===== src/rtl/truth_table_sweeper_if.sv =====
// Signal bundle between a sweep controller and the truth-table sweeper.
// The sweeper takes the slave side; whoever requests sweeps and supplies F takes the master side.
interface truth_table_sweeper_if;
   logic        start;
   logic        f_in;
   logic        a;
   logic        b;
   logic        c;
   logic        d;
   logic        busy;
   logic        done;
   logic [15:0] truth;
   logic [4:0]  ones_count;

   modport master (
      output start, f_in,
      input  a, b, c, d, busy, done, truth, ones_count
   );

   modport slave (
      input  start, f_in,
      output a, b, c, d, busy, done, truth, ones_count
   );
endinterface


===== src/rtl/truth_table_sweeper.sv =====
// Drives all 16 {A,B,C,D} vectors for HOLD clocks each.
// Captures F at the end of each hold into a truth table plus a ones count.
module truth_table_sweeper #(
   parameter int unsigned HOLD = 20
) (
   input  logic                   clk,
   input  logic                   rst_n,
   truth_table_sweeper_if.slave   sw
);

   typedef enum logic [1:0] {IDLE, SWEEP, DONE} state_t;

   localparam logic [15:0] HOLD_LAST = 16'(HOLD - 1);

   state_t      state_q, state_d;
   logic [3:0]  vec_q, vec_d;
   logic [15:0] cnt_q, cnt_d;
   logic [15:0] truth_q, truth_d;
   logic [4:0]  ones_q, ones_d;

   always_ff @(posedge clk) begin
      if (!rst_n) begin
         state_q <= IDLE;
         vec_q   <= '0;
         cnt_q   <= '0;
         truth_q <= '0;
         ones_q  <= '0;
      end else begin
         state_q <= state_d;
         vec_q   <= vec_d;
         cnt_q   <= cnt_d;
         truth_q <= truth_d;
         ones_q  <= ones_d;
      end
   end

   always_comb begin
      state_d = state_q;
      vec_d   = vec_q;
      cnt_d   = cnt_q;
      truth_d = truth_q;
      ones_d  = ones_q;
      case (state_q)
         IDLE, DONE: begin
            // DONE falls straight into a new sweep when start is held.
            if (sw.start) begin
               state_d = SWEEP;
               vec_d   = '0;
               cnt_d   = '0;
               truth_d = '0;
               ones_d  = '0;
            end else begin
               state_d = IDLE;
            end
         end
         SWEEP: begin
            if (cnt_q == HOLD_LAST) begin
               truth_d[vec_q] = sw.f_in;
               ones_d         = ones_q + {4'b0, sw.f_in};
               cnt_d          = '0;
               vec_d          = vec_q + 4'd1;
               if (vec_q == 4'hF) state_d = DONE;
            end else begin
               cnt_d = cnt_q + 16'd1;
            end
         end
         default: state_d = IDLE;
      endcase
   end

   assign sw.a          = vec_q[3];
   assign sw.b          = vec_q[2];
   assign sw.c          = vec_q[1];
   assign sw.d          = vec_q[0];
   assign sw.busy       = (state_q == SWEEP);
   assign sw.done       = (state_q == DONE);
   assign sw.truth      = truth_q;
   assign sw.ones_count = ones_q;

endmodule


===== src/flat_wrapper.sv =====
// flat-port wrapper written by rule: the top's interface ports become plain ports
module truth_table_sweeper_flat 
#(
   parameter int unsigned HOLD = 20
)
  (clk, rst_n, sw_start, sw_f_in, sw_a, sw_b, sw_c, sw_d, sw_busy, sw_done, sw_truth, sw_ones_count);
  truth_table_sweeper_if sw_i ();
  input  logic clk;
  input  logic rst_n;
  input wire logic [$bits(sw_i.start)-1:0] sw_start;
  input wire logic [$bits(sw_i.f_in)-1:0] sw_f_in;
  output wire logic [$bits(sw_i.a)-1:0] sw_a;
  output wire logic [$bits(sw_i.b)-1:0] sw_b;
  output wire logic [$bits(sw_i.c)-1:0] sw_c;
  output wire logic [$bits(sw_i.d)-1:0] sw_d;
  output wire logic [$bits(sw_i.busy)-1:0] sw_busy;
  output wire logic [$bits(sw_i.done)-1:0] sw_done;
  output wire logic [$bits(sw_i.truth)-1:0] sw_truth;
  output wire logic [$bits(sw_i.ones_count)-1:0] sw_ones_count;
  assign sw_i.start = sw_start;
  assign sw_i.f_in = sw_f_in;
  assign sw_a = sw_i.a;
  assign sw_b = sw_i.b;
  assign sw_c = sw_i.c;
  assign sw_d = sw_i.d;
  assign sw_busy = sw_i.busy;
  assign sw_done = sw_i.done;
  assign sw_truth = sw_i.truth;
  assign sw_ones_count = sw_i.ones_count;
  truth_table_sweeper #(.HOLD(HOLD)) u_core (.clk(clk), .rst_n(rst_n), .sw(sw_i));
endmodule

===== config.mk =====
export PLATFORM = sky130hd
export DESIGN_NAME = truth_table_sweeper_flat
export DESIGN_NICKNAME = d
export VERILOG_FILES = /design/src/rtl/truth_table_sweeper_if.sv /design/src/rtl/truth_table_sweeper.sv /design/src/flat_wrapper.sv
export SDC_FILE = /design/constraint.sdc
export NUM_CORES = 1
export LEC_CHECK = 0
export CELL_PAD_IN_SITES_DETAIL_PLACEMENT = 1
export CELL_PAD_IN_SITES_GLOBAL_PLACEMENT = 1
export CORE_MARGIN = 1.5
export CORE_UTILIZATION = 30
export CTS_CLUSTER_SIZE = 40
export DETAILED_ROUTE_END_ITERATION = 12
export DONT_BUFFER_PORTS = 1
export PLACE_DENSITY_LB_ADDON = 0.1
export RECOVER_POWER = 50
export SYNTH_ARGS = -nofsm -noshare
export SYNTH_HDL_FRONTEND = slang
export SYNTH_SLANG_ARGS = --single-unit

===== constraint.sdc =====
create_clock -name clk -period 2.8 [get_ports clk]
set_input_delay 0.42 -clock clk [delete_from_list [all_inputs] [get_ports clk]]
set_output_delay 0.42 -clock clk [all_outputs]
set_load 0.01 [all_outputs]

# Yosys cells after proc, flatten, opt, wreduce, memory -nomap -nowiden

Cells that the tools add are included.

Bits in registers: 43
Bits of input ports: 4
Output and inout bits: 27
Word-level logic and storage cells: 42

$add $sub $neg: 3
Order comparisons: 2
Eq/ne operators: 7
Multiplexer cells: 18
Reduce and logical (&&, ||, !) cells: 7

Operator list:

| operator                                                                      | number |
|---|---|
| 16-bit one-hot mux with 2 select lines                                        | 2 |
| 16-bit two-way mux                                                            | 3 |
| 16-bit by 1-bit adder with 16-bit output (second input constant)              | 1 |
| 16-bit bitwise mux                                                            | 1 |
| 16-bit by 5-bit == test with 1-bit output (second input constant)             | 1 |
| 5-bit two-way mux                                                             | 2 |
| 5-bit one-hot mux with 2 select lines                                         | 1 |
| 4-bit two-way mux                                                             | 2 |
| 4-bit one-hot mux with 2 select lines                                         | 1 |
| 5-bit by 1-bit adder with 5-bit output                                        | 1 |
| 4-bit by 5-bit less-than comparator with 1-bit output (second input constant) | 1 |
| 4-bit by 1-bit adder with 4-bit output (second input constant)                | 1 |
| 1-bit demux with 4-bit select                                                 | 1 |
| 4-bit == test (second input constant)                                         | 1 |
| 4-bit by 1-bit >= comparator with 1-bit output (second input constant)        | 1 |
| 2-bit two-way mux                                                             | 2 |
| 2-bit by 1-bit inequality test with 1-bit output (second input constant)      | 2 |
| 2-bit one-hot mux with 2 select lines                                         | 1 |
| 2-bit AND reduction                                                           | 2 |
| 3-bit AND reduction                                                           | 1 |
| 2-bit by 1-bit == test with 1-bit output (second input constant)              | 1 |
| 2-bit == test (second input constant)                                         | 1 |
| 2-bit logical NOT                                                             | 1 |
| 1-bit two-way mux                                                             | 2 |
| other kinds (4)                                                               | 4 |

# Logic depth before layout (Yosys ltp)

Gate-level depths: netlist (run 1).

Depth in word-level cells: 7
Mapped depth: 8
Gate-level depth less buffers: 6

# Least setup slack after synthesis (run 1)

OpenSTA, ideal clock, no wires.

Kind: register to register
Start: register u_core.cnt_q[0]
End: register u_core.vec_q[3]
Library setup time: 0.059 ns
Arrival: 1.871 ns
Data required time: 2.741 ns
Setup slack: 0.870 ns
Cell stages (with the launch flop): 8
Path buffers: 1
Period minus slack after synthesis: 1.930 ns
Cell sequence: dfxtp_1 > ha_1 > nor4b_2 > nand4_2 > or2_1 > buf_2 > or4_1 > nand2_1

Cells in the longest elaborated chain, start to end: 3

Ends and longest elaborated chain:

| item                                                              | RTL line                  | source |
|---|---|---|
| from (decl)                                                       | truth_table_sweeper.sv:17 | `logic [15:0] cnt_q, cnt_d;` |
| from (signal assigned)                                            | truth_table_sweeper.sv:31 | `cnt_q <= cnt_d;` |
| 16-bit by 5-bit == test with 1-bit output                         | truth_table_sweeper.sv:57 | `if (cnt_q == HOLD_LAST) begin` |
| 2-bit by 1-bit inequality test with 1-bit output (no source line) | -                         |  |
| 3-bit AND reduction (no source line)                              | -                         |  |
| to (signal assigned)                                              | truth_table_sweeper.sv:30 | `vec_q <= vec_d;` |
| to (decl)                                                         | truth_table_sweeper.sv:16 | `logic [3:0] vec_q, vec_d;` |

No other way between the ends.
A chain may end at the register's enable or synchronous reset.

# Worst setup path in the final report (run 1)

Start: register u_core.cnt_q[0]
End: register u_core.cnt_q[11]

Cells in the longest elaborated chain, start to end: 3
Elaborated cells between the ends (all ways): 4
Classes of those cells: add/sub (1); eq/ne (1); mux (2)

Ends and longest elaborated chain:

| item                                                                                                         | RTL line                                             | source |
|---|---|---|
| 16-bit by 1-bit adder with 16-bit output / 16-bit by 5-bit == test with 1-bit output (equally long branches) | truth_table_sweeper.sv:64, truth_table_sweeper.sv:57 |  |
| 16-bit two-way mux *                                                                                         | truth_table_sweeper.sv:57                            |  |
| 16-bit one-hot mux with 2 select lines *                                                                     | truth_table_sweeper.sv:43                            | `case (state_q)` |

Mark *: on every way between the ends. The rest lies on a longest branch, timed or not.

==> results of run 1 <==
-- cell usage in the layout (no fill, tap or decap), drive strengths merged, types with 3 or more instances in the layout --
cell type  Yosys  final
inv            7      8
nor2           8      8
nand4         10     10
nand2         39     39
and2           5      5
nand3         25     25
clkbuf        10      5
and3           6      6
o21ai         11     11
nor2b          4      4
or3            4      4
a21oi         11     11
dfxtp         43     43
a21boi         3      3
mux2i         17     17
ha             7      7
a31oi          6      6
-- kinds of logic (layout without fill, tap and decap cells) --
logic type                 Yosys count  after routing  share of synthesized area [%]
adders and majority gates            7              7                          4.144
AOI/OAI and AO/OA                   42             42                          12.55
xor gates and xnor gates             2              2                         0.8290
buffers and inverters               21             17                          4.204
muxes                               18             18                          8.585
and+or+nand+nor                    115            115                          28.95
DFF                                 43             43                          40.73
-- registers in the layout, summed over array words and instances, names as in the netlist --
name	flops
u_core.cnt_q	16
u_core.sw.truth	16
u_core.sw.ones_count	5
u_core.vec_q	4
u_core.state_q	2
-- stage by stage --
step	cells	power (mW)	cell area, µm²	setup WS (ns)
6_report	340	1.193	2288	0.5195
5_1_grt	340	1.249	2288	0.2341
4_1_cts	340	1.214	2301	0.6070
3_5_place_dp	332	0.6986	2186	0.6336
3_3_place_gp	332	0.6983	2186	0.6676
2_1_floorplan	248	0.6813	2113	0.8702
-- area by class of cell --
class / count / area [µm²]
inverters: 7 / 26.28
flip-flops and latches: 43 / 860.8
multi-input cells: 184 / 1151
well taps: 96 / 120.1
repair buffers: 2 / 15.01
fillers: 801 / 4506
clock inverters: 3 / 46.29
clock buffers: 5 / 68.82
-- layer usage --
metal	share of wire, %	vias up
li1	-	879
met1	50	883
met2	44	36
met3	5.2	6
met4	1.2	0
met5	0	-
-- critical path, stage by stage, from the launching register on --
cell and delay, ns:
dfxtp_1 0.41, ha_1 0.25, nor4b_1 0.28, nand4_1 0.25, buf_4 0.25, and3_1 0.36, a41oi_1 0.30, a31oi_1 0.06
-- where the power goes --
part	internal, mW	switching, mW	total, mW
registers	0.615	0.00377	0.618
logic	0.0158	0.0483	0.0641
clock network	0.269	0.242	0.511
total	0.899	0.294	1.19
-- how the worst max path moves through the flow --
stage / slack [ns] / end / startpoint
detailed placement: 0.63 / u_core.vec_q[2]$_SDFFE_PN0P_ / u_core.cnt_q[0]$_SDFFE_PN0P_
finish: 0.52 / u_core.cnt_q[11]$_SDFFE_PN0P_ / u_core.cnt_q[0]$_SDFFE_PN0P_
CTS: 0.61 / u_core.vec_q[2]$_SDFFE_PN0P_ / u_core.cnt_q[0]$_SDFFE_PN0P_
global placement: 0.67 / u_core.vec_q[2]$_SDFFE_PN0P_ / u_core.cnt_q[0]$_SDFFE_PN0P_
global route: 0.23 / u_core.vec_q[2]$_SDFFE_PN0P_ / u_core.cnt_q[0]$_SDFFE_PN0P_
floorplan: 0.87 / u_core.vec_q[3]$_SDFFE_PN0P_ / u_core.cnt_q[0]$_SDFFE_PN0P_
==> results.txt, run 1 <==
Pins over their slew limit -> 0
Post-CTS Hold Buffers -> 0
# setup viols final -> 0
Depth of the CTS H-tree -> 2
Post-synth cell types -> 42
Commonest cells in the netlist -> dfxtp_1 (43), nand2_1 (39), nand3_1 (25), mux2i_1 (17), a21oi_1 (11)
Core Rows -> 30
First-pass GRT wire length -> 9.604 mm
Skew-Pair Late Insertion Delay -> 0.30 ns
Hold Path Depth -> 1
Hold path endpoint -> u_core.state_q[1]$_SDFFE_PN0P_
Max Clk Rate -> 0.4385 GHz
GR Util All Layers -> 16.35%
CP required -> 2.98 ns
Slew @ Worst Pin -> 0.6242 ns
Synth top area cells -> dfxtp_1 (41%), mux2i_1 (8.1%), nand2_1 (6.9%)
Share of cells above drive strength 1 -> 6.148%
Tmin final -> 2.280 ns
Cell with the most instances after synthesis -> dfxtp_1
Worst hold path class -> in2reg
Port bufs -> 0
Drt pass-1 iters -> 6
Synthesized net count -> 259
Final GP Congestion -> 0.7381
Largest net degree at the start of global routing -> 17
P per Cell Area -> 521.3 nW/µm²
Die Width -> 86.93 µm
Drc violations -> 0
Via density -> 5.306
Critical Path Fanout Max -> 14
Slew Limit Headroom -> 58.38%
Worst Setup End Kind -> flop
Final core occ -> 33.68%
Initial antenna violation count -> 0
Die Y -> 86.93 µm
Initial DRC Count -> 67
Post-synthesis sequential area ratio -> 40.73%
Endpoints failing hold -> 0
DRT antenna net count -> 0
Met3 global-route usage -> 4.739%
Peak VDD IR -> 0.2889 mV
Met2 Usage GRT -> 25.58%
Prevailing post-synth register cell -> dfxtp_1
Grt peak-use layer -> met2
Clock root buffer -> clkbuf_8
R2R cell count -> 7
Yosys warns -> 0
Arr. time, crit path -> 2.46 ns
Antenna Cells -> 0
Postcts setup bufs -> 0
Pleak -> 0.8629 nW
Mapped Cells -> 248
I/O Pins -> 31
CTS tree -> built
Die area -> 7557 µm²
Number of synthesized flops with an enable pin -> 0
Clock buffer depth -> 2
Synth Cell Area -> 2113 µm²
Post-route clock period utilization -> 81.45%
Outcome -> complete, no violations
#FFs+latches synth -> 43
Area leader, netlist -> dfxtp_1
CTS sink count -> 43
Routed Wire Length -> 5.582 mm
Total CTS buffers -> 5
Hold slack -> 0.2417 ns
Per-cell routed wire length -> 16.42 µm
Yosys top cell area share -> 40.73%
Starting Density -> 31.10%
WS Path Type -> reg2reg
Post-synthesis async set-or-reset flop share -> 0%
Area growth from synthesis to layout -> 8.289%
Nets -> 254
CTS clock-pin slew for the worst setup and hold paths -> 0.09 ns
HP Start -> rst_n
Max_cap viols -> 0
Post_cts resized -> 0
Vias in the first global route -> 1847
Post-DP HPWL -> 4.004 mm
Setup_tns -> 0 ns
Reg-to-Reg Start -> u_core.cnt_q[0]$_SDFFE_PN0P_
CORE AREA -> 6794 µm²
Reg2reg setup slack -> 0.52 ns
Startpoint types -> flop
Vias post-DR -> 1804
RSZ-0062 raised after global routing -> no
Setup Skew -> 0.01003 ns
Avg Inst Size Synth -> 8.521 µm²
Remaining Overflow, GRT -> 0
GR Layer Usage met1 -> 21.84%
Reg2reg end -> u_core.cnt_q[11]$_SDFFE_PN0P_
(Power assumes the default switching activity.)
==> inputs of run 2 (changes only) <==
clock period = 2 ns   (was 2.8 ns; I/O delays follow)
==> run 2 against run 1 <==
Via count rose by 2.1%. Hold slack got worse by 0.12 ns. Clock power is 22% higher. Non-clock buffer count grew 23. Total power grew 34%. Critical endpoint is now u_core.cnt_q[14]$_SDFFE_PN0P_. Wire length rose by 4.4%. Critical path type unchanged. Final area up 7.5%.
==> results.txt, run 2 (synthesis gave the netlist of run 1 again) <==
Per-cell routed wire length -> 16.06 µm (was 16.42 µm)
Outcome -> complete, no violations (unchanged)
Depth of the CTS H-tree -> 2 (unchanged)
Endpoints failing hold -> 0 (unchanged)
GR Util All Layers -> 16.28% (was 16.35%)
Crit path launch -> u_core.cnt_q[0]$_SDFFE_PN0P_ (unchanged)
Initial antenna violation count -> 0 (unchanged)
Worst path cell trace -> ha_1 -> nor4b_2 -> nand4_2 -> buf_4 -> nand2_1 -> or4_1 -> a21oi_2 (was ha_1 -> nor4b_1 -> nand4_1 -> buf_4 -> and3_1 -> a41oi_1 -> a31oi_1)
Die Y -> 86.93 µm (unchanged)
HP Start -> rst_n (unchanged)
Post-Layout Cell Count -> 363 (was 340)
CTS tree -> built (unchanged)
Clock buffer depth -> 2 (unchanged)
Initial DRC Count -> 32 (was 67)
CTS sink count -> 43 (unchanged)
Clock root buffer -> clkbuf_8 (unchanged)
Drt pass-1 iters -> 4 (was 6)
I/O Pins -> 31 (unchanged)
Hold slack -> 0.1221 ns (was 0.2417 ns)
Largest net degree at the start of global routing -> 17 (unchanged)
Final GP Congestion -> 0.7497 (was 0.7381)
Worst hold path class -> in2reg (unchanged)
Pleak -> 0.9716 nW (was 0.8629 nW)
Reg-to-Reg Start -> u_core.cnt_q[0]$_SDFFE_PN0P_ (unchanged)
# setup viols final -> 0 (unchanged)
Antenna Cells -> 0 (unchanged)
Share of cells above drive strength 1 -> 14.98% (was 6.148%)
Nets -> 277 (was 254)
DRT antenna net count -> 0 (unchanged)
Routed Wire Length -> 5.829 mm (was 5.582 mm)
P per Cell Area -> 649.7 nW/µm² (was 521.3 nW/µm²)
Slowest library cell on the worst path -> or4_1 (was dfxtp_1)
Core Rows -> 30 (unchanged)
Area growth from synthesis to layout -> 16.46% (was 8.289%)
CP required -> 2.24 ns (was 2.98 ns)
Worst Setup End Kind -> flop (unchanged)
Post-route clock period utilization -> 93.70% (was 81.45%)
Post-DP HPWL -> 4.360 mm (was 4.004 mm)
Slew Limit Headroom -> 65.84% (was 58.38%)
Port bufs -> 0 (unchanged)
Setup Skew -> 0.005886 ns (was 0.01003 ns)
Tmin final -> 1.874 ns (was 2.280 ns)
First-pass GRT wire length -> 9.466 mm (was 9.604 mm)
Die Width -> 86.93 µm (unchanged)
Critical Path Fanout Max -> 7 (was 14)
Pins over their slew limit -> 0 (unchanged)
Arr. time, crit path -> 2.11 ns (was 2.46 ns)
Skew-Pair Late Insertion Delay -> 0.29 ns (was 0.30 ns)
Vias post-DR -> 1841 (was 1804)
Die area -> 7557 µm² (unchanged)
Max_cap viols -> 0 (unchanged)
DP Cell Count -> 353 (was 332)
Starting Density -> 31.10% (unchanged)
CORE AREA -> 6794 µm² (unchanged)
Largest stage delay, worst path -> 0.56 ns (was 0.41 ns)
Total CTS buffers -> 5 (unchanged)
Max Clk Rate -> 0.5336 GHz (was 0.4385 GHz)
Most frequent cells in the layout -> dfxtp_1 (43), nand2_1 (39), nand3_1 (24) (was dfxtp_1 (43), nand2_1 (39), nand3_1 (25))
CTS clock-pin slew for the worst setup and hold paths -> 0.08 ns (was 0.09 ns)
Peak VDD IR -> 0.2352 mV (was 0.2889 mV)
FILL cells -> 820 (was 801)
RSZ-0062 raised after global routing -> yes (was no)
Remaining Overflow, GRT -> 0 (unchanged)
WS Path Type -> reg2reg (unchanged)
Drc violations -> 0 (unchanged)
Commonest non-fill, non-tap cell in the layout -> dfxtp_1 (unchanged)
Via density -> 5.072 (was 5.306)
Startpoint types -> flop (unchanged)
Slew @ Worst Pin -> 0.5117 ns (was 0.6242 ns)
Vias in the first global route -> 1852 (was 1847)
run 2: worst max-delay path, delay by kind of cell (launching register included):
family,cells,cell delay [ns]
buffers and inverters,1,0.17
DFF,1,0.32
AOI/OAI and AO/OA,1,0.15
adders and majority gates,1,0.21
and+or+nand+nor,4,0.97
run 2: final timing paths:
path	endpoint	slack (ns)	depth (start not counted)
min reg2reg	u_core.sw.truth[2]$_SDFFE_PN0P_	0.51	2
max	u_core.cnt_q[14]$_SDFFE_PN0P_	0.13	7
min	u_core.cnt_q[0]$_SDFFE_PN0P_	0.12	1
max reg2reg	u_core.cnt_q[14]$_SDFFE_PN0P_	0.13	7
run 2: power breakdown:
group | internal, mW | leakage (nW) | switching (mW)
combinational | 0.0393 | 0.573 | 0.0742
clock | 0.316 | 0.0515 | 0.306
sequential | 0.860 | 0.347 | 0.00336
run 2: metrics by stage:
step                util [%]  total power, mW  setup slack [ns]  setup TNS (ns)  instance area, µm²
floorplan                  -           0.9538           0.07018               0                2113
global placement       34.49           0.9970            0.1713               0                2344
detailed placement     34.49           0.9975            0.1245               0                2344
CTS                    35.97            1.629           0.09920               0                2444
global route           36.22            1.675         -0.002963       -0.005385                2461
finish                 36.22            1.599            0.1261               0                2461
run 2: area by class of cell:
cell class / instances / area [µm²] / area share, %
flip-flops and latches: 43 / 860.8 / 34.98
well taps: 96 / 120.1 / 4.881
multi-input cells: 184 / 1174 / 47.69
inverters: 7 / 26.28 / 1.068
repair buffers: 25 / 180.2 / 7.321
clock buffers: 8 / 100.1 / 4.067
run 2: what timing repair did:
action,CTS,global route
hold buffers,0,0
setup endpoints to repair,0,9
resized for setup,0,3
buffers inserted,0,2
run 2: routing by layer:
layer  part of all wire [%]  track usage [%]  vias up  wire length, µm
met1                     50            21.59      885             2913
met2                     44            25.51       26             2587
met3                    4.3            3.981        7              248
met4                    1.4            6.158        0               80
li1                       -                -      923                -
met5                      0                0        -                0
==> inputs of run 3 (changes only) <==
SKIP_CTS_REPAIR_TIMING = 1   (was unset)
==> results of run 3 <==
Final layout, timing and power as in run 2 (identical DEF).
